## src/rtl/cva6_wrapper_bus_arbiter.sv

```systemverilog
// Purpose: round-robin 2-initiator to 4-target request/grant bus with fixed memory-map decode; one transaction in flight; optional timeout via CVA6_WRAPPER_ARB_TIMEOUT_EN.
// Latency: gnt_o combinational in IDLE (cycle N); tgt_req_o at N+1; rvalid_o two cycles after tgt_gnt_i at the earliest; decode miss answers at N+1.
// Backpressure: initiators hold req_i until gnt_o; the target command is held until tgt_gnt_i, and new requests wait while a transaction is open.
module cva6_wrapper_bus_arbiter #(
    parameter int unsigned NumInit       = 2,
    parameter int unsigned NumTgt        = 4,
    parameter int unsigned AddrWidth     = 64,
    parameter int unsigned DataWidth     = 64,
    parameter int unsigned TimeoutCycles = 1024
) (
    input  logic                                  clk_i,
    input  logic                                  rst_i,
    input  logic [NumInit-1:0]                    req_i,
    input  logic [NumInit-1:0]                    we_i,
    input  logic [NumInit-1:0][AddrWidth-1:0]     addr_i,
    input  logic [NumInit-1:0][DataWidth-1:0]     wdata_i,
    input  logic [NumInit-1:0][DataWidth/8-1:0]   be_i,
    output logic [NumInit-1:0]                    gnt_o,
    output logic [NumInit-1:0]                    rvalid_o,
    output logic [DataWidth-1:0]                  rdata_o,
    output logic                                  err_o,
    output logic [NumTgt-1:0]                     tgt_req_o,
    output logic                                  tgt_we_o,
    output logic [AddrWidth-1:0]                  tgt_addr_o,
    output logic [DataWidth-1:0]                  tgt_wdata_o,
    output logic [DataWidth/8-1:0]                tgt_be_o,
    input  logic [NumTgt-1:0]                     tgt_gnt_i,
    input  logic [NumTgt-1:0]                     tgt_rvalid_i,
    input  logic [NumTgt-1:0][DataWidth-1:0]      tgt_rdata_i,
    input  logic [NumTgt-1:0]                     tgt_err_i
);

    localparam int unsigned InitIdxW = (NumInit > 1) ? $clog2(NumInit) : 1;
    localparam int unsigned TgtIdxW  = (NumTgt > 1) ? $clog2(NumTgt) : 1;

    typedef logic [AddrWidth-1:0] addr_t;

    localparam addr_t DbgBase   = addr_t'(64'h0000_0000);
    localparam addr_t DbgEnd    = DbgBase + addr_t'(64'h0000_1000);
    localparam addr_t ClintBase = addr_t'(64'h0200_0000);
    localparam addr_t ClintEnd  = ClintBase + addr_t'(64'h000C_0000);
    localparam addr_t PlicBase  = addr_t'(64'h0C00_0000);
    localparam addr_t PlicEnd   = PlicBase + addr_t'(64'h03FF_FFFF);
    localparam addr_t ExtBase   = addr_t'(64'h1000_0000);
    localparam addr_t ExtEnd    = ExtBase + addr_t'(64'hEFFF_FFFF);

    typedef enum logic [1:0] {
        IDLE = 2'd0,
        REQ  = 2'd1,
        WAIT = 2'd2,
        RSP  = 2'd3
    } state_e;

    state_e                 stateQ, stateD;
    logic [InitIdxW-1:0]    rrPtrQ;
    logic [InitIdxW-1:0]    ownerQ;
    logic [TgtIdxW-1:0]     selQ;
    logic                   weQ;
    addr_t                  addrQ;
    logic [DataWidth-1:0]   wdataQ;
    logic [DataWidth/8-1:0] beQ;
    logic [DataWidth-1:0]   rdataQ;
    logic                   errQ;

    logic                   anyReq;
    logic                   found;
    logic [InitIdxW-1:0]    winner;
    logic [InitIdxW-1:0]    cand;
    logic [InitIdxW-1:0]    nextPtr;
    addr_t                  winAddr;
    logic                   decHit;
    logic [TgtIdxW-1:0]     decSel;
    logic                   latch;
    logic                   rspLoad;
    logic [DataWidth-1:0]   rspData;
    logic                   rspErr;
    logic                   timeout;

    // Search starts at the pointer so a lone requester wins regardless of it.
    always_comb begin
        anyReq = |req_i;
        found  = 1'b0;
        winner = rrPtrQ;
        cand   = rrPtrQ;
        for (int k = 0; k < int'(NumInit); k++) begin
            cand = InitIdxW'((int'(rrPtrQ) + k) % int'(NumInit));
            if (!found && req_i[cand]) begin
                winner = cand;
                found  = 1'b1;
            end
        end
        nextPtr = (int'(winner) == int'(NumInit) - 1) ? '0 : winner + 1'b1;
        winAddr = addr_i[winner];
    end

    always_comb begin
        decHit = 1'b0;
        decSel = '0;
        if (winAddr >= ExtBase && winAddr < ExtEnd) begin
            decHit = 1'b1;
            decSel = TgtIdxW'(0);
        end
        if (winAddr >= PlicBase && winAddr < PlicEnd) begin
            decHit = 1'b1;
            decSel = TgtIdxW'(1);
        end
        if (winAddr >= ClintBase && winAddr < ClintEnd) begin
            decHit = 1'b1;
            decSel = TgtIdxW'(2);
        end
        if (winAddr >= DbgBase && winAddr < DbgEnd) begin
            decHit = 1'b1;
            decSel = TgtIdxW'(3);
        end
    end

`ifdef CVA6_WRAPPER_ARB_TIMEOUT_EN
    localparam int unsigned CntW = $clog2(TimeoutCycles + 1);
    logic [CntW-1:0] cntQ;

    always_ff @(posedge clk_i) begin
        if (rst_i || stateQ == IDLE) begin
            cntQ <= '0;
        end else if (stateQ == REQ || stateQ == WAIT) begin
            cntQ <= cntQ + 1'b1;
        end
    end

    // Fires in the last permitted REQ/WAIT cycle; a same-cycle gnt or rvalid still wins.
    assign timeout = (cntQ == CntW'(TimeoutCycles - 1));
`else
    assign timeout = 1'b0;
`endif

    always_comb begin
        stateD    = stateQ;
        gnt_o     = '0;
        rvalid_o  = '0;
        tgt_req_o = '0;
        latch     = 1'b0;
        rspLoad   = 1'b0;
        rspData   = '0;
        rspErr    = 1'b0;
        case (stateQ)
            IDLE: begin
                if (anyReq && !rst_i) begin
                    gnt_o[winner] = 1'b1;
                    latch         = 1'b1;
                    if (decHit) begin
                        stateD = REQ;
                    end else begin
                        stateD  = RSP;
                        rspLoad = 1'b1;
                        rspErr  = 1'b1;
                    end
                end
            end
            REQ: begin
                tgt_req_o[selQ] = 1'b1;
                if (tgt_gnt_i[selQ]) begin
                    stateD = WAIT;
                end else if (timeout) begin
                    stateD  = RSP;
                    rspLoad = 1'b1;
                    rspErr  = 1'b1;
                end
            end
            WAIT: begin
                if (tgt_rvalid_i[selQ]) begin
                    stateD  = RSP;
                    rspLoad = 1'b1;
                    rspData = tgt_rdata_i[selQ];
                    rspErr  = tgt_err_i[selQ];
                end else if (timeout) begin
                    stateD  = RSP;
                    rspLoad = 1'b1;
                    rspErr  = 1'b1;
                end
            end
            RSP: begin
                rvalid_o[ownerQ] = 1'b1;
                stateD           = IDLE;
            end
            default: stateD = IDLE;
        endcase
    end

    always_ff @(posedge clk_i) begin
        if (rst_i) begin
            stateQ <= IDLE;
        end else begin
            stateQ <= stateD;
        end
    end

    always_ff @(posedge clk_i) begin
        if (rst_i) begin
            rrPtrQ <= '0;
            ownerQ <= '0;
            selQ   <= '0;
            weQ    <= 1'b0;
            addrQ  <= '0;
            wdataQ <= '0;
            beQ    <= '0;
            rdataQ <= '0;
            errQ   <= 1'b0;
        end else begin
            if (latch) begin
                rrPtrQ <= nextPtr;
                ownerQ <= winner;
                selQ   <= decSel;
                weQ    <= we_i[winner];
                addrQ  <= winAddr;
                wdataQ <= wdata_i[winner];
                beQ    <= be_i[winner];
            end
            if (rspLoad) begin
                rdataQ <= rspData;
                errQ   <= rspErr;
            end
        end
    end

    assign tgt_we_o    = weQ;
    assign tgt_addr_o  = addrQ;
    assign tgt_wdata_o = wdataQ;
    assign tgt_be_o    = beQ;
    assign rdata_o     = rdataQ;
    assign err_o       = errQ;

endmodule

```

## config.mk

```make
export PLATFORM = sky130hd
export DESIGN_NAME = cva6_wrapper_bus_arbiter
export DESIGN_NICKNAME = d
export VERILOG_FILES = /design/src/rtl/cva6_wrapper_bus_arbiter.sv
export SDC_FILE = /design/constraint.sdc
export NUM_CORES = 1
export LEC_CHECK = 0
export CORE_AREA = 2 2 293 295
export DETAILED_ROUTE_END_ITERATION = 12
export DIE_AREA = 0 0 295 297
export PLACE_DENSITY = 0.47
export SYNTH_ARGS = -nofsm -noshare
export SYNTH_HDL_FRONTEND = slang
export SYNTH_SLANG_ARGS = --single-unit
```

## constraint.sdc

```tcl
create_clock -name clk_i -period 3.05 [get_ports clk_i]
set_input_delay 0.7625 -clock clk_i [delete_from_list [all_inputs] [get_ports clk_i]]
set_output_delay 0.7625 -clock clk_i [all_outputs]
set_load 0.05 [all_outputs]
```

Yosys cells after proc, flatten, opt, wreduce, memory -nomap -nowiden
Index checks and enable logic that the tools add are counted.

Memory bits (writable): 0. Word-level logic and storage cells: 103. Bits of input ports: 546. Latch bits: 0. Memories: 0. Register bits after elaboration: 208. Memory bits (read-only): 0.

Reduce and logical (&&, ||, !) cells: 14. Order comparisons: 16. $mul: 0. Add/subtract/negate cells: 2. Equality and inequality tests: 6. Multiplexer cells: 55. Bitwise gates (word level): 0. Div/mod/pow operators: 0. Shift operators: 0.

Operators by type and width (count): $mux 64 (7); $bmux 64 s2 (1); $ge 64x1->1 const B (1); $ge 64x26->1 const B (1); $ge 64x28->1 const B (1); $ge 64x29->1 const B (1); $lt 64x13->1 const B (1); $lt 64x26->1 const B (1); $lt 64x28->1 const B (1); $lt 64x32->1 const B (1); $mux 1 (26); $mux 2 (9); $mux 8 (2); $logic_and 1x1->1 (9); $lt 1x2->1 const B (4); $pmux 2 s4 (1); $bmux 1 s2 (3); $ne 2x2->1 const B (3); $eq 2x2->1 const B (2); $mux 4 (1); $pmux 1 s2 (2); $lt 2x3->1 const B (1); $reduce_and 3->1 (1); $add 1x1->1 const B (2); 8 further kinds (11).

Depth between registers and ports, before layout
Gate-level depths: netlist (run 1).

Depth in word-level cells: 17. Gate-level depth with buffers: 13. Depth with buffers taken out: 8.

Worst setup path after synthesis (run 1)
OpenSTA, ideal clock, no wires.

Path type: input to output. Start point: input port req_i[0]. End point: output port gnt_o[0]. Arrival time: 2609 ps. Stages: 8. Setup slack: -322 ps. Path buffers: 5. Cell sequence: inv_1 -> maj3_2 -> buf_6 -> buf_8 -> buf_4 -> buf_4 -> buf_2 -> nor2_1.

Longest elaborated chain between the ends: 12. Elaborated cells between the ends (all ways): 17. Those cells by class: order compare: 2; mux: 10; reduce/logical: 5.

RTL lines: start, declared (line 13) `input logic [NumInit-1:0] req_i,`; $mux 1 (not written as such) (2 in a row) (line 87) `if (!found && req_i[cand]) begin`; $mux 1 (line 87); $logic_not 1->1 (line 87); $logic_and 1x1->1 (line 87); $mux 1 (line 87); $lt 1x2->1 (not written as such) / $ge 1x1->1 (equally long branches) (line 147) `gnt_o[winner] = 1'b1;`; $logic_and 1x1->1 (not written as such) (line 147); $mux 1 (not written as such) (line 147); $demux 1 s1 (line 147); $mux 2 (*) (line 146) `if (anyReq && !rst_i) begin`; $mux 2 (*) (line 144) `case (stateQ)`; end, declared (line 18) `output logic [NumInit-1:0] gnt_o,`.

Every way passes the cells marked *; elsewhere a longest branch is shown, timed or not. The select of a mux whose other input is x is not followed.

Worst setup path in the final report (run 1)
Start point: input port addr_i[13] (netlist name). End point: register rdataQ[56], in the netlist rdata_o[56].

Longest elaborated chain between the ends: 11. Elaborated cells between the ends (all ways): 21. Those cells by class: order compare: 8; mux: 9; reduce/logical: 4.

RTL lines: start, declared (line 15) `input logic [NumInit-1:0][AddrWidth-1:0] addr_i,`; $mux 64 (not written as such) (*) (2 in a row) (line 93) `winAddr = addr_i[winner];`; $ge 64x29->1 / $lt 64x32->1 (equally long branches) (line 99) `if (winAddr >= ExtBase && winAddr < ExtEnd) begin`; $logic_and 1x1->1 (line 99); $mux 1 (line 99); $mux 1 (line 103) `if (winAddr >= PlicBase && winAddr < PlicEnd) begin`; $mux 1 (line 107) `if (winAddr >= ClintBase && winAddr < ClintEnd) begin`; $mux 1 (*) (line 111) `if (winAddr >= DbgBase && winAddr < DbgEnd) begin`; $mux 1 (*) (line 149) `if (decHit) begin`; $mux 1 (*) (line 146); $pmux 1 s2 (*) (line 144); end signal, assigned (line 218) `rdataQ <= rspData;`; end, declared (line 62) `logic [DataWidth-1:0] rdataQ;`.

Marked as above. A chain may end at the register's enable or synchronous reset.

==> results of run 1 <==
## state kept, by name, summed over array words and instances, names as in the netlist
name,cells
tgt_we_o,1
tgt_be_o,8
rdata_o,64
selQ,2
stateQ,2
tgt_addr_o,64
tgt_wdata_o,64
ownerQ,1
rrPtrQ,1
err_o,1
## cells by family (layout without fill, tap and decap cells)
kind of cell | count (synthesis) | in the layout | synth area share, %
AND/OR/NAND/NOR | 292 | 293 | 14.00
AO/OA/AOI/OAI | 284 | 284 | 17.84
flip-flops | 208 | 208 | 36.58
multiplexers | 207 | 207 | 25.61
buffers and inverters | 126 | 924 | 5.440
adder cells (fa/ha/maj) | 5 | 5 | 0.5385
other | 0 | 6 | 0
## timing repair
item | 4_1_cts | 5_1_grt
setup buffers | 10 | 1
hold endpoints to repair | 0 | 0
cloned | 2 | 0
pin swaps | 5 | 1
resized for setup | 16 | 1
endpoints found under the setup margin | 13 | 5
## cell usage after synthesis (all sizes together), types with 2 or more instances
master	instances
nor4	15
nor2b	2
nand2	10
dlygate4sd1	5
clkbuf	82
ha	4
a21oi	6
nand3	69
o41ai	2
and2	3
mux4	67
nand2b	2
dfxtp	208
nand3b	67
inv	5
mux2i	139
a32oi	64
nor3	8
o21ai	131
o31ai	3
nor2	88
or4	6
buf	34
nand4	18
a211oi	73
## routing by layer
metal  up-vias  wire, um
met3        68      4598
li1       5961         -
met2       508     32150
met1      6023     26220
met5         -        31
met4         6      1700
## per-stage QoR
step	cell area (um2)	instances
global placement	20800	3001
detailed placement	20800	3001
floorplan	11390	1122
finish	21980	3071
global route	21970	3066
CTS	21960	3064
## final cells by class
type                       instances  area [um2]  area share [%]
inverter                           5       18.77         0.08537
tap                             1144        1431           6.511
clock buffer                      44       895.9           4.075
antenna                            6       15.01         0.06829
multi-input combinational        789        6705           30.50
clock inverter                     7       90.09          0.4098
timing repair buffer             868        8657           39.38
sequential                       208        4172           18.97
## how the worst min path moves through the flow
stage | from | to | slack, ps | cells after the start
after floorplan | rrPtrQ | rrPtrQ | 470 | 2
after global placement | rdata_o[2] | rdata_o[2] | 460 | 2
after detailed placement | tgt_addr_o[25] | tgt_addr_o[25] | 470 | 2
after CTS | rdata_o[3] | rdata_o[3] | 480 | 2
after global routing | rdata_o[13] | rdata_o[13] | 510 | 2
final | rdata_o[3] | rdata_o[3] | 480 | 2
## worst max-delay path, stage by stage
cell	delay [ps]
sky130_fd_sc_hd__clkdlybuf4s50_1	480
sky130_fd_sc_hd__buf_4	120
sky130_fd_sc_hd__nand4_1	70
sky130_fd_sc_hd__or4_1	530
sky130_fd_sc_hd__o21ai_0	300
sky130_fd_sc_hd__buf_4	180
sky130_fd_sc_hd__nand4_1	160
sky130_fd_sc_hd__o31ai_4	120
sky130_fd_sc_hd__and2_4	330
sky130_fd_sc_hd__buf_12	140
sky130_fd_sc_hd__buf_12	120
sky130_fd_sc_hd__o21ai_0	90
## power by group
part / leakage, nW / switching [mW] / internal [mW]
Combinational: 5.35 / 3.95 / 2.47
Clock: 0.479 / 1.38 / 2.17
Sequential: 1.71 / 0.368 / 3.31
Total: 7.54 / 5.69 / 7.96
==> metrics.txt, run 1 <==
# TYPE chip_impl_metric gauge
chip_impl_info{name="setup.worst_path.end",value="rdata_o[56]"} 1
chip_impl_metric{name="vias_per_cell",unit=""} 4.092
chip_impl_metric{name="die_y",unit="um"} 297
chip_impl_metric{name="crit_required",unit="ps"} 3510
chip_impl_info{name="commonest_cells_after_routing_fill_and_taps_aside",value="sky130_fd_sc_hd__clkdlybuf4s50_1, sky130_fd_sc_hd__dfxtp_1, sky130_fd_sc_hd__mux2i_1"} 1
chip_impl_metric{name="tritoncts.num_buffers",unit=""} 30
chip_impl_info{name="timing.critical_path.from_type",value="input pin"} 1
chip_impl_metric{name="drt-initial-drc-count",unit=""} 557
chip_impl_metric{name="drt_wl_total",unit="um"} 64700
chip_impl_info{name="worstSetupPathType",value="in2reg"} 1
chip_impl_metric{name="synth_sequential_area_ratio",unit="%"} 36.58
chip_impl_metric{name="number_of_port_buffers",unit=""} 755
chip_impl_metric{name="vdd.ir_drop.worst",unit="mV"} 0.4028
chip_impl_metric{name="p_total",unit="mW"} 13.65
chip_impl_metric{name="finalHoldViolations",unit=""} 0
chip_impl_info{name="synthFlopType",value="sky130_fd_sc_hd__dfxtp_1"} 1
chip_impl_metric{name="fillers",unit=""} 8947
chip_impl_metric{name="clk_path_buf_depth",unit=""} 3
chip_impl_metric{name="initial_utilization",unit="%"} 13.48
chip_impl_metric{name="syn_area_per_cell",unit="um2"} 10.15
chip_impl_metric{name="setup_viol",unit=""} 0
chip_impl_metric{name="worst_r2r_path_depth",unit=""} 10
chip_impl_metric{name="fmaxAchievable",unit="MHz"} 337.5
chip_impl_metric{name="dieWidth",unit="um"} 295
chip_impl_metric{name="grt_first_pass_wirelength",unit="um"} 91110
chip_impl_metric{name="drt_drc_violations_left",unit=""} 0
chip_impl_metric{name="fp.dieArea",unit="um2"} 87620
chip_impl_metric{name="utilization",unit="%"} 26.02
chip_impl_metric{name="rel_slew_slack",unit="%"} 49.26
chip_impl_info{name="cts_tree",value="built"} 1
chip_impl_metric{name="met2_usage",unit="%"} 24.99
chip_impl_metric{name="grt.met1_usage",unit="%"} 16.68
chip_impl_metric{name="post_drt_wl_per_cell",unit="um"} 21.07
chip_impl_info{name="layout_commonest_cell",value="sky130_fd_sc_hd__clkdlybuf4s50_1"} 1
chip_impl_metric{name="std_cell_rows",unit=""} 107
chip_impl_metric{name="first_pass_iters",unit=""} 5
chip_impl_info{name="worst_setup_path_end_kind",value="flop"} 1
chip_impl_info{name="rsz0062_at_grt",value="no"} 1
chip_impl_metric{name="dpl.hpwl",unit="um"} 51740
chip_impl_metric{name="timing.final.crit_share",unit="%"} 97.14
chip_impl_metric{name="timing_worst_slew_pin_value",unit="ps"} 761.0
chip_impl_metric{name="post-route-worst-setup-slack",unit="ps"} 87.27
chip_impl_metric{name="initial_antenna_violation_count",unit=""} 9
chip_impl_metric{name="synth_warnings",unit=""} 0
chip_impl_metric{name="dr_total_vias",unit=""} 12566
chip_impl_metric{name="setup_slack_on_the_worst_flop_to_flop_path",unit="ps"} 220
chip_impl_metric{name="yosysTopAreaCellShare",unit="%"} 36.58
chip_impl_metric{name="hold-worst-slack",unit="ps"} 482.5
chip_impl_info{name="reg2reg_from",value="rrPtrQ"} 1
chip_impl_metric{name="yosys.cell_types.count",unit=""} 47
chip_impl_info{name="yosys-top-cells-area",value="sky130_fd_sc_hd__dfxtp_1, sky130_fd_sc_hd__mux4_2, sky130_fd_sc_hd__mux2i_1, sky130_fd_sc_hd__a32oi_1, sky130_fd_sc_hd__a211oi_1"} 1
chip_impl_metric{name="antenna_left",unit=""} 0
chip_impl_info{name="grt_busiest_layer",value="met2"} 1
chip_impl_metric{name="cts_htree_levels",unit=""} 1
chip_impl_metric{name="dp_worst_setup_slack",unit="ps"} -684.4
chip_impl_metric{name="fin_tns_setup",unit="ps"} 0
chip_impl_metric{name="cellLeakagePower",unit="nW"} 7.539
chip_impl_metric{name="cts.hold.buffers_added",unit=""} 0
chip_impl_metric{name="synth_seq_cells",unit=""} 208
chip_impl_info{name="root_buffer",value="sky130_fd_sc_hd__clkbuf_16"} 1
chip_impl_info{name="type_of_the_tightest_min_delay_check",value="reg2reg"} 1
chip_impl_metric{name="final_layout_size_suffix_gt1_share",unit="%"} 15.46
chip_impl_metric{name="cp_max_fo",unit=""} 12
chip_impl_metric{name="maxSlewViolCount",unit=""} 0
chip_impl_metric{name="syn2layout_area_growth",unit="%"} 93.11
chip_impl_metric{name="power_per_cell_area",unit="nW/um2"} 620.8
chip_impl_metric{name="grt_use_met3",unit="%"} 3.609
chip_impl_metric{name="grt_pass1_vias",unit=""} 13155
chip_impl_metric{name="grt_start_max_net_pins",unit=""} 147
chip_impl_metric{name="coreArea",unit="um2"} 84480
chip_impl_metric{name="clkSinkCount",unit=""} 208
chip_impl_metric{name="worst-endpoint-arrival",unit="ps"} 3420
chip_impl_metric{name="post_synth_instance_area",unit="um2"} 11380
chip_impl_metric{name="globalRoute.totalOverflow",unit=""} 0
chip_impl_info{name="synth.largest_area_cell",value="sky130_fd_sc_hd__dfxtp_1"} 1
chip_impl_metric{name="syn-instance-count",unit=""} 1122
chip_impl_metric{name="timing.max_cap.violations",unit=""} 0
chip_impl_metric{name="synth_async_sr_flop_share",unit="%"} 0
chip_impl_metric{name="i_o_pin_count",unit=""} 756
chip_impl_metric{name="clock_insertion_delay_worst_skew",unit="ps"} 590
chip_impl_metric{name="track_usage",unit="%"} 14.09
chip_impl_metric{name="gpl.final_weighted_congestion",unit=""} 0.9169
chip_impl_metric{name="final_net_count",unit=""} 2452
chip_impl_metric{name="synth_edf_count",unit=""} 0
chip_impl_info{name="run_status",value="finished, final reports clean"} 1
chip_impl_metric{name="period_minus_slack",unit="ps"} 2963
chip_impl_metric{name="fin_skew",unit="ps"} 10.78
chip_impl_metric{name="synth_nets",unit=""} 1672
chip_impl_info{name="cp-startpoint",value="addr_i[13]"} 1
chip_impl_info{name="regToRegEndpoint",value="rdata_o[56]"} 1
chip_impl_metric{name="worst_setup_hold_path_clk_slew",unit="ps"} 60
Note: power is estimated with default switching activity, not from simulation.
==> inputs of run 2 (changes only) <==
TNS_END_PERCENT = 10   (was not set)
==> run 2 against run 1 <==
Flip-flop and latch count unchanged. Combinational power about the same. Critical endpoint unchanged. Sequential share of layout area about the same. Die area unchanged. Clock skew about the same.
==> metrics.txt, run 2 (synthesis results as in run 1) <==
# TYPE chip_impl_metric gauge
chip_impl_metric{name="i_o_pin_count",unit=""} 756
chip_impl_metric{name="initial_utilization",unit="%"} 13.48
chip_impl_info{name="worstSetupPathType",value="in2reg"} 1
chip_impl_metric{name="setup_slack_on_the_worst_flop_to_flop_path",unit="ps"} 210
chip_impl_metric{name="drt-initial-drc-count",unit=""} 534
chip_impl_metric{name="vias_per_cell",unit=""} 4.090
chip_impl_metric{name="tritoncts.num_buffers",unit=""} 30
chip_impl_metric{name="die_y",unit="um"} 297
chip_impl_info{name="rsz0062_at_grt",value="no"} 1
chip_impl_info{name="root_buffer",value="sky130_fd_sc_hd__clkbuf_16"} 1
chip_impl_info{name="type_of_the_tightest_min_delay_check",value="reg2reg"} 1
chip_impl_metric{name="antenna_left",unit=""} 0
chip_impl_metric{name="finalHoldViolations",unit=""} 0
chip_impl_metric{name="timing.max_cap.violations",unit=""} 0
chip_impl_metric{name="dr_total_vias",unit=""} 12541
chip_impl_info{name="reg2reg_from",value="rrPtrQ"} 1
chip_impl_metric{name="grt_pass1_vias",unit=""} 13131
chip_impl_info{name="min_from",value="rdata_o[3]"} 1
chip_impl_metric{name="worst_setup_hold_path_clk_slew",unit="ps"} 60
chip_impl_metric{name="p_total",unit="mW"} 13.64
chip_impl_metric{name="initial_antenna_violation_count",unit=""} 9
chip_impl_metric{name="syn2layout_area_growth",unit="%"} 92.82
chip_impl_metric{name="grt_start_max_net_pins",unit=""} 147
chip_impl_metric{name="utilization",unit="%"} 25.99
chip_impl_metric{name="dieWidth",unit="um"} 295
chip_impl_metric{name="first_pass_iters",unit=""} 5
chip_impl_metric{name="power_per_cell_area",unit="nW/um2"} 621.3
chip_impl_metric{name="rel_slew_slack",unit="%"} 49.00
chip_impl_metric{name="timing_worst_slew_pin_value",unit="ps"} 765.0
chip_impl_metric{name="number_of_port_buffers",unit=""} 755
chip_impl_metric{name="cts_htree_levels",unit=""} 1
chip_impl_metric{name="grt_first_pass_wirelength",unit="um"} 91050
chip_impl_metric{name="coreArea",unit="um2"} 84480
chip_impl_metric{name="fp.dieArea",unit="um2"} 87620
chip_impl_metric{name="final_net_count",unit=""} 2448
chip_impl_info{name="worst_setup_path_end_kind",value="flop"} 1
chip_impl_metric{name="timing.final.crit_share",unit="%"} 97.35
chip_impl_metric{name="crit_required",unit="ps"} 3510
chip_impl_metric{name="cp_max_fo",unit=""} 12
chip_impl_metric{name="fmaxAchievable",unit="MHz"} 336.8
chip_impl_metric{name="post_drt_wl_per_cell",unit="um"} 21.08
chip_impl_metric{name="track_usage",unit="%"} 14.08
chip_impl_info{name="run_status",value="finished, final reports clean"} 1
chip_impl_metric{name="fillers",unit=""} 8947
chip_impl_metric{name="worst-endpoint-arrival",unit="ps"} 3430
chip_impl_info{name="timing.critical_path.from_type",value="input pin"} 1
chip_impl_metric{name="period_minus_slack",unit="ps"} 2969
chip_impl_metric{name="gpl.final_weighted_congestion",unit=""} 0.9169
chip_impl_metric{name="clk_path_buf_depth",unit=""} 3
chip_impl_info{name="commonest_cells_after_routing_fill_and_taps_aside",value="sky130_fd_sc_hd__clkdlybuf4s50_1, sky130_fd_sc_hd__dfxtp_1, sky130_fd_sc_hd__mux2i_1"} 1
chip_impl_metric{name="setup_viol",unit=""} 0
chip_impl_metric{name="drt_wl_total",unit="um"} 64630
chip_impl_metric{name="maxSlewViolCount",unit=""} 0
chip_impl_metric{name="fin_skew",unit="ps"} 11.00
chip_impl_info{name="cts_tree",value="built"} 1
chip_impl_metric{name="globalRoute.totalOverflow",unit=""} 0
chip_impl_metric{name="vdd.ir_drop.worst",unit="mV"} 0.4033
chip_impl_metric{name="clkSinkCount",unit=""} 208
chip_impl_metric{name="worst_r2r_path_depth",unit=""} 10
chip_impl_metric{name="std_cell_rows",unit=""} 107
chip_impl_info{name="regToRegEndpoint",value="rdata_o[56]"} 1
chip_impl_info{name="worst_min_delay_path_endpoint",value="rdata_o[3]"} 1
chip_impl_metric{name="final_layout_size_suffix_gt1_share",unit="%"} 15.28
chip_impl_metric{name="cellLeakagePower",unit="nW"} 7.519
chip_impl_metric{name="drt_drc_violations_left",unit=""} 0
chip_impl_metric{name="clock_insertion_delay_worst_skew",unit="ps"} 590
chip_impl_info{name="layout_commonest_cell",value="sky130_fd_sc_hd__clkdlybuf4s50_1"} 1
chip_impl_metric{name="hold_depth",unit=""} 2
chip_impl_metric{name="dpl.hpwl",unit="um"} 51740
[run 2: how the worst max path moves through the flow]
stage	startpoint	endpoint	slack, ps	cells past startpoint
after CTS	addr_i[13]	rdata_o[56]	100	12
after detailed placement	req_i[0]	err_o	-680	11
final	addr_i[13]	rdata_o[56]	80	12
after global routing	req_i[1]	rdata_o[51]	2	12
after global placement	req_i[0]	err_o	-660	11
after floorplan	req_i[0]	gnt_o[1]	60	8
[run 2: power by group]
group	internal [mW]	total, mW	switching (mW)
combinational	2.46	6.40	3.94
clock	2.17	3.55	1.38
sequential	3.31	3.68	0.368
[run 2: layout make-up]
| class | count | area, um2 | area share [%] |
|---|---|---|---|
| clock inverters | 7 | 90.09 | 0.4104 |
| multi-input cells | 789 | 6705 | 30.54 |
| clock buffers | 44 | 895.9 | 4.081 |
| repair buffers | 864 | 8627 | 39.30 |
| diodes | 5 | 12.51 | 0.05700 |
| flip-flops and latches | 208 | 4172 | 19.00 |
| inverters | 5 | 18.77 | 0.08549 |
| well taps | 1144 | 1431 | 6.520 |
[run 2: layer usage]
| layer | GRT usage, % | wire [um] | vias up |
|---|---|---|---|
| met2 | 24.93 | 32080 | 504 |
| met4 | 3.790 | 1694 | 6 |
| met1 | 16.69 | 26240 | 6019 |
| met5 | 0 | 31 | - |
| met3 | 3.609 | 4586 | 68 |
| li1 | - | - | 5944 |
[run 2: timing repair]
| item | 4_1_cts | 5_1_grt |
|---|---|---|
| hold buffers | 0 | 0 |
| gates cloned | 2 | 0 |
| pin swaps | 5 | 1 |
| setup endpoints to repair | 13 | 5 |
| gates resized for setup | 16 | 1 |
| setup buffers | 6 | 1 |
[run 2: metrics by stage]
stage,setup slack [ps],TNS (ps),cells,instance area [um2],hold slack [ps]
after floorplan,56.73,0,1122,11390,473.6
after CTS,103.8,0,3060,21930,484.4
after global routing,2.495,0,3062,21940,508.1
final,80.93,0,3066,21950,482.4
after global placement,-660.3,-41600,3001,20800,464.2
after detailed placement,-684.4,-41460,3001,20800,473.8
[run 2: critical path, cell delays in order]
cell and delay, ps:
sky130_fd_sc_hd__clkdlybuf4s50_1 480, sky130_fd_sc_hd__buf_4 120, sky130_fd_sc_hd__nand4_1 70, sky130_fd_sc_hd__or4_1 530
sky130_fd_sc_hd__o21ai_0 300, sky130_fd_sc_hd__buf_4 180, sky130_fd_sc_hd__nand4_1 160, sky130_fd_sc_hd__o31ai_4 120
sky130_fd_sc_hd__and2_4 330, sky130_fd_sc_hd__buf_12 140, sky130_fd_sc_hd__buf_12 120, sky130_fd_sc_hd__o21ai_0 90
==> inputs of run 3 (changes only) <==
CTS_BUF_LIST = sky130_fd_sc_hd__clkbuf_2   (was not set)
==> run 3 against run 2 <==
The flow now finishes with violations (negative setup slack). Non-clock buffer count up 3. Largest cell class unchanged. Clock power is 31% lower. Count of clock-buffer cells in the layout grew 48. Global-route usage increased by 0.36 points. Cell count grew 2.4%. Core utilization decreased by 0.60 points. Flip-flop and latch count unchanged. First-iteration DRC count decreased by 3.0%. Clock skew rose by 94 ps.
==> metrics.txt, run 3 (synthesis results as in run 1) <==
# TYPE chip_impl_metric gauge
chip_impl_info{name="library_cell_appearing_most_often_on_the_critical_path",value="sky130_fd_sc_hd__buf_4"} 1
chip_impl_info{name="root_buffer",value="sky130_fd_sc_hd__clkbuf_2"} 1
chip_impl_metric{name="post-route-worst-setup-slack",unit="ps"} -20.15
chip_impl_metric{name="gpl.final_weighted_congestion",unit=""} 0.9169
chip_impl_metric{name="final_layout_size_suffix_gt1_share",unit="%"} 18.40
chip_impl_metric{name="vias_per_cell",unit=""} 4.092
chip_impl_info{name="worstPathCellList",value="clkdlybuf4s50_1 > buf_4 > o21bai_1 > buf_4 > or2_4 > nor2_4 > buf_12"} 1
chip_impl_metric{name="worst_setup_hold_path_clk_slew",unit="ps"} 90
chip_impl_info{name="commonest_cells_after_routing_fill_and_taps_aside",value="sky130_fd_sc_hd__clkdlybuf4s50_1, sky130_fd_sc_hd__dfxtp_1, sky130_fd_sc_hd__dlygate4sd2_1"} 1
chip_impl_metric{name="die_y",unit="um"} 297
chip_impl_metric{name="power_per_cell_area",unit="nW/um2"} 569.0
chip_impl_info{name="type_of_the_tightest_min_delay_check",value="in2reg"} 1
chip_impl_info{name="rsz0062_at_grt",value="yes"} 1
chip_impl_metric{name="cp_max_fo",unit=""} 3
chip_impl_metric{name="syn2layout_area_growth",unit="%"} 88.37
chip_impl_metric{name="track_usage",unit="%"} 14.44
chip_impl_metric{name="std_cell_rows",unit=""} 107
chip_impl_metric{name="grt_pass1_vias",unit=""} 13512
chip_impl_metric{name="timing.final.crit_share",unit="%"} 100.7
chip_impl_info{name="timing.critical_path.from_type",value="input pin"} 1
chip_impl_metric{name="crit_required",unit="ps"} 2290
chip_impl_info{name="worst_setup_path_end_kind",value="output pin"} 1
chip_impl_metric{name="dr_total_vias",unit=""} 12844
chip_impl_metric{name="globalRoute.totalOverflow",unit=""} 0
chip_impl_metric{name="initial_utilization",unit="%"} 13.48
chip_impl_metric{name="grt_first_pass_wirelength",unit="um"} 92470
chip_impl_metric{name="timing_worst_slew_pin_value",unit="ps"} 762.9
chip_impl_metric{name="drt_wl_total",unit="um"} 65550
chip_impl_metric{name="dp_cells",unit=""} 3001
chip_impl_metric{name="maxSlewViolCount",unit=""} 0
chip_impl_metric{name="initial_antenna_violation_count",unit=""} 12
chip_impl_info{name="cts_tree",value="built"} 1
chip_impl_metric{name="drt_drc_violations_left",unit=""} 0
chip_impl_info{name="run_status",value="finished with violations"} 1
chip_impl_metric{name="fin_skew",unit="ps"} 105.2
chip_impl_metric{name="drt-initial-drc-count",unit=""} 518
chip_impl_metric{name="coreArea",unit="um2"} 84480
chip_impl_info{name="crit_slowest_cell",value="sky130_fd_sc_hd__clkdlybuf4s50_1"} 1
chip_impl_metric{name="timing.max_cap.violations",unit=""} 0
chip_impl_metric{name="finalHoldViolations",unit=""} 0
chip_impl_metric{name="tritoncts.num_buffers",unit=""} 72
chip_impl_metric{name="post_drt_wl_per_cell",unit="um"} 20.88
chip_impl_metric{name="fillers",unit=""} 9106
chip_impl_metric{name="vdd.ir_drop.worst",unit="mV"} 0.3087
chip_impl_metric{name="fmaxAchievable",unit="MHz"} 325.7
chip_impl_metric{name="setup_viol",unit=""} 1
chip_impl_metric{name="cts_htree_levels",unit=""} 3
chip_impl_metric{name="worst_r2r_path_depth",unit=""} 10
chip_impl_metric{name="rel_slew_slack",unit="%"} 49.14
chip_impl_metric{name="clk_path_buf_depth",unit=""} 3
chip_impl_metric{name="clkSinkCount",unit=""} 208
chip_impl_metric{name="fin_tns_setup",unit="ps"} -20.15
chip_impl_info{name="worstSetupPathType",value="in2out"} 1
chip_impl_metric{name="period_minus_slack",unit="ps"} 3070
chip_impl_metric{name="post_layout_nonfiller_instances",unit=""} 3139
chip_impl_info{name="layout_commonest_cell",value="sky130_fd_sc_hd__clkdlybuf4s50_1"} 1
chip_impl_metric{name="fp.dieArea",unit="um2"} 87620
chip_impl_metric{name="antenna_left",unit=""} 0
chip_impl_metric{name="final_net_count",unit=""} 2492
chip_impl_metric{name="cellLeakagePower",unit="nW"} 8.323
chip_impl_metric{name="hold_depth",unit=""} 3
chip_impl_metric{name="i_o_pin_count",unit=""} 756
chip_impl_metric{name="worst-endpoint-arrival",unit="ps"} 2310
chip_impl_info{name="failing_checks",value="negative setup slack"} 1
chip_impl_metric{name="dieWidth",unit="um"} 295
chip_impl_metric{name="grt_start_max_net_pins",unit=""} 147
chip_impl_metric{name="clock_insertion_delay_worst_skew",unit="ps"} 1000
chip_impl_metric{name="number_of_port_buffers",unit=""} 755
chip_impl_metric{name="first_pass_iters",unit=""} 7
chip_impl_metric{name="dpl.hpwl",unit="um"} 51740
chip_impl_metric{name="max_stage_delay",unit="ps"} 490
[run 3: repair_timing]
| item | 4_1_cts | 5_1_grt |
|---|---|---|
| hold buffers | 0 | 0 |
| resized for setup | 243 | 4 |
| pin swaps | 3 | 2 |
| endpoints found under the setup margin | 207 | 25 |
| gates cloned | 2 | 0 |
| setup buffers | 10 | 0 |
[run 3: report_power, final]
group,switching [mW],leakage (nW),total (mW),internal [mW]
clock,1.51,0.458,2.44,0.935
sequential,0.353,1.71,3.66,3.31
combinational,3.95,6.16,6.10,2.14
[run 3: area by class of cell]
cell class                      instances  area, um2  area share [%]
Antenna cell                            6      15.01         0.07001
Clock buffer                           92      460.4           2.147
Clock inverter                         29      168.9          0.7876
Inverter                                5      18.77         0.08751
Multi-Input combinational cell        788       6724           31.35
Sequential cell                       208       4178           19.48
Tap cell                             1144       1431           6.674
Timing Repair Buffer                  867       8449           39.40
[run 3: worst paths after layout]
path                            slack, ps         endpoint         from
worst max register to register         80      rdata_o[56]       rrPtrQ
worst max-delay path                  -20         gnt_o[0]     req_i[0]
worst min-delay path                  390  tgt_wdata_o[62]  wdata_i[62]
worst min register to register        480       rdata_o[0]   rdata_o[0]
[run 3: routing by layer]
layer	global-route usage (%)	part of all wire [%]	vias to the layer above
li1	-	-	6069
met1	16.72	40	6114
met2	24.95	49	547
met3	4.334	7.8	106
met4	5.284	3.0	8
met5	0	0.069	-
[run 3: per-stage QoR]
step                      hold WS [ps]  total power, mW  cell area (um2)  utilization, %  setup slack [ps]
after floorplan                  473.6            7.289            11390               -             56.73
after global placement           464.2            10.12            20800           24.62            -660.3
after detailed placement         473.8            10.16            20800           24.62            -684.4
after CTS                        130.0            12.49            21410           25.35            -238.9
after global routing             244.7            12.98            21440           25.38            -162.5
final                            394.0            12.20            21450           25.39            -20.15
[run 3: worst max-delay path, delay by kind of cell]
kind                   cells  cell delay, ps
and+or+nand+nor            2             400
buffers and inverters      4             990
AOI/OAI and AO/OA          1             150
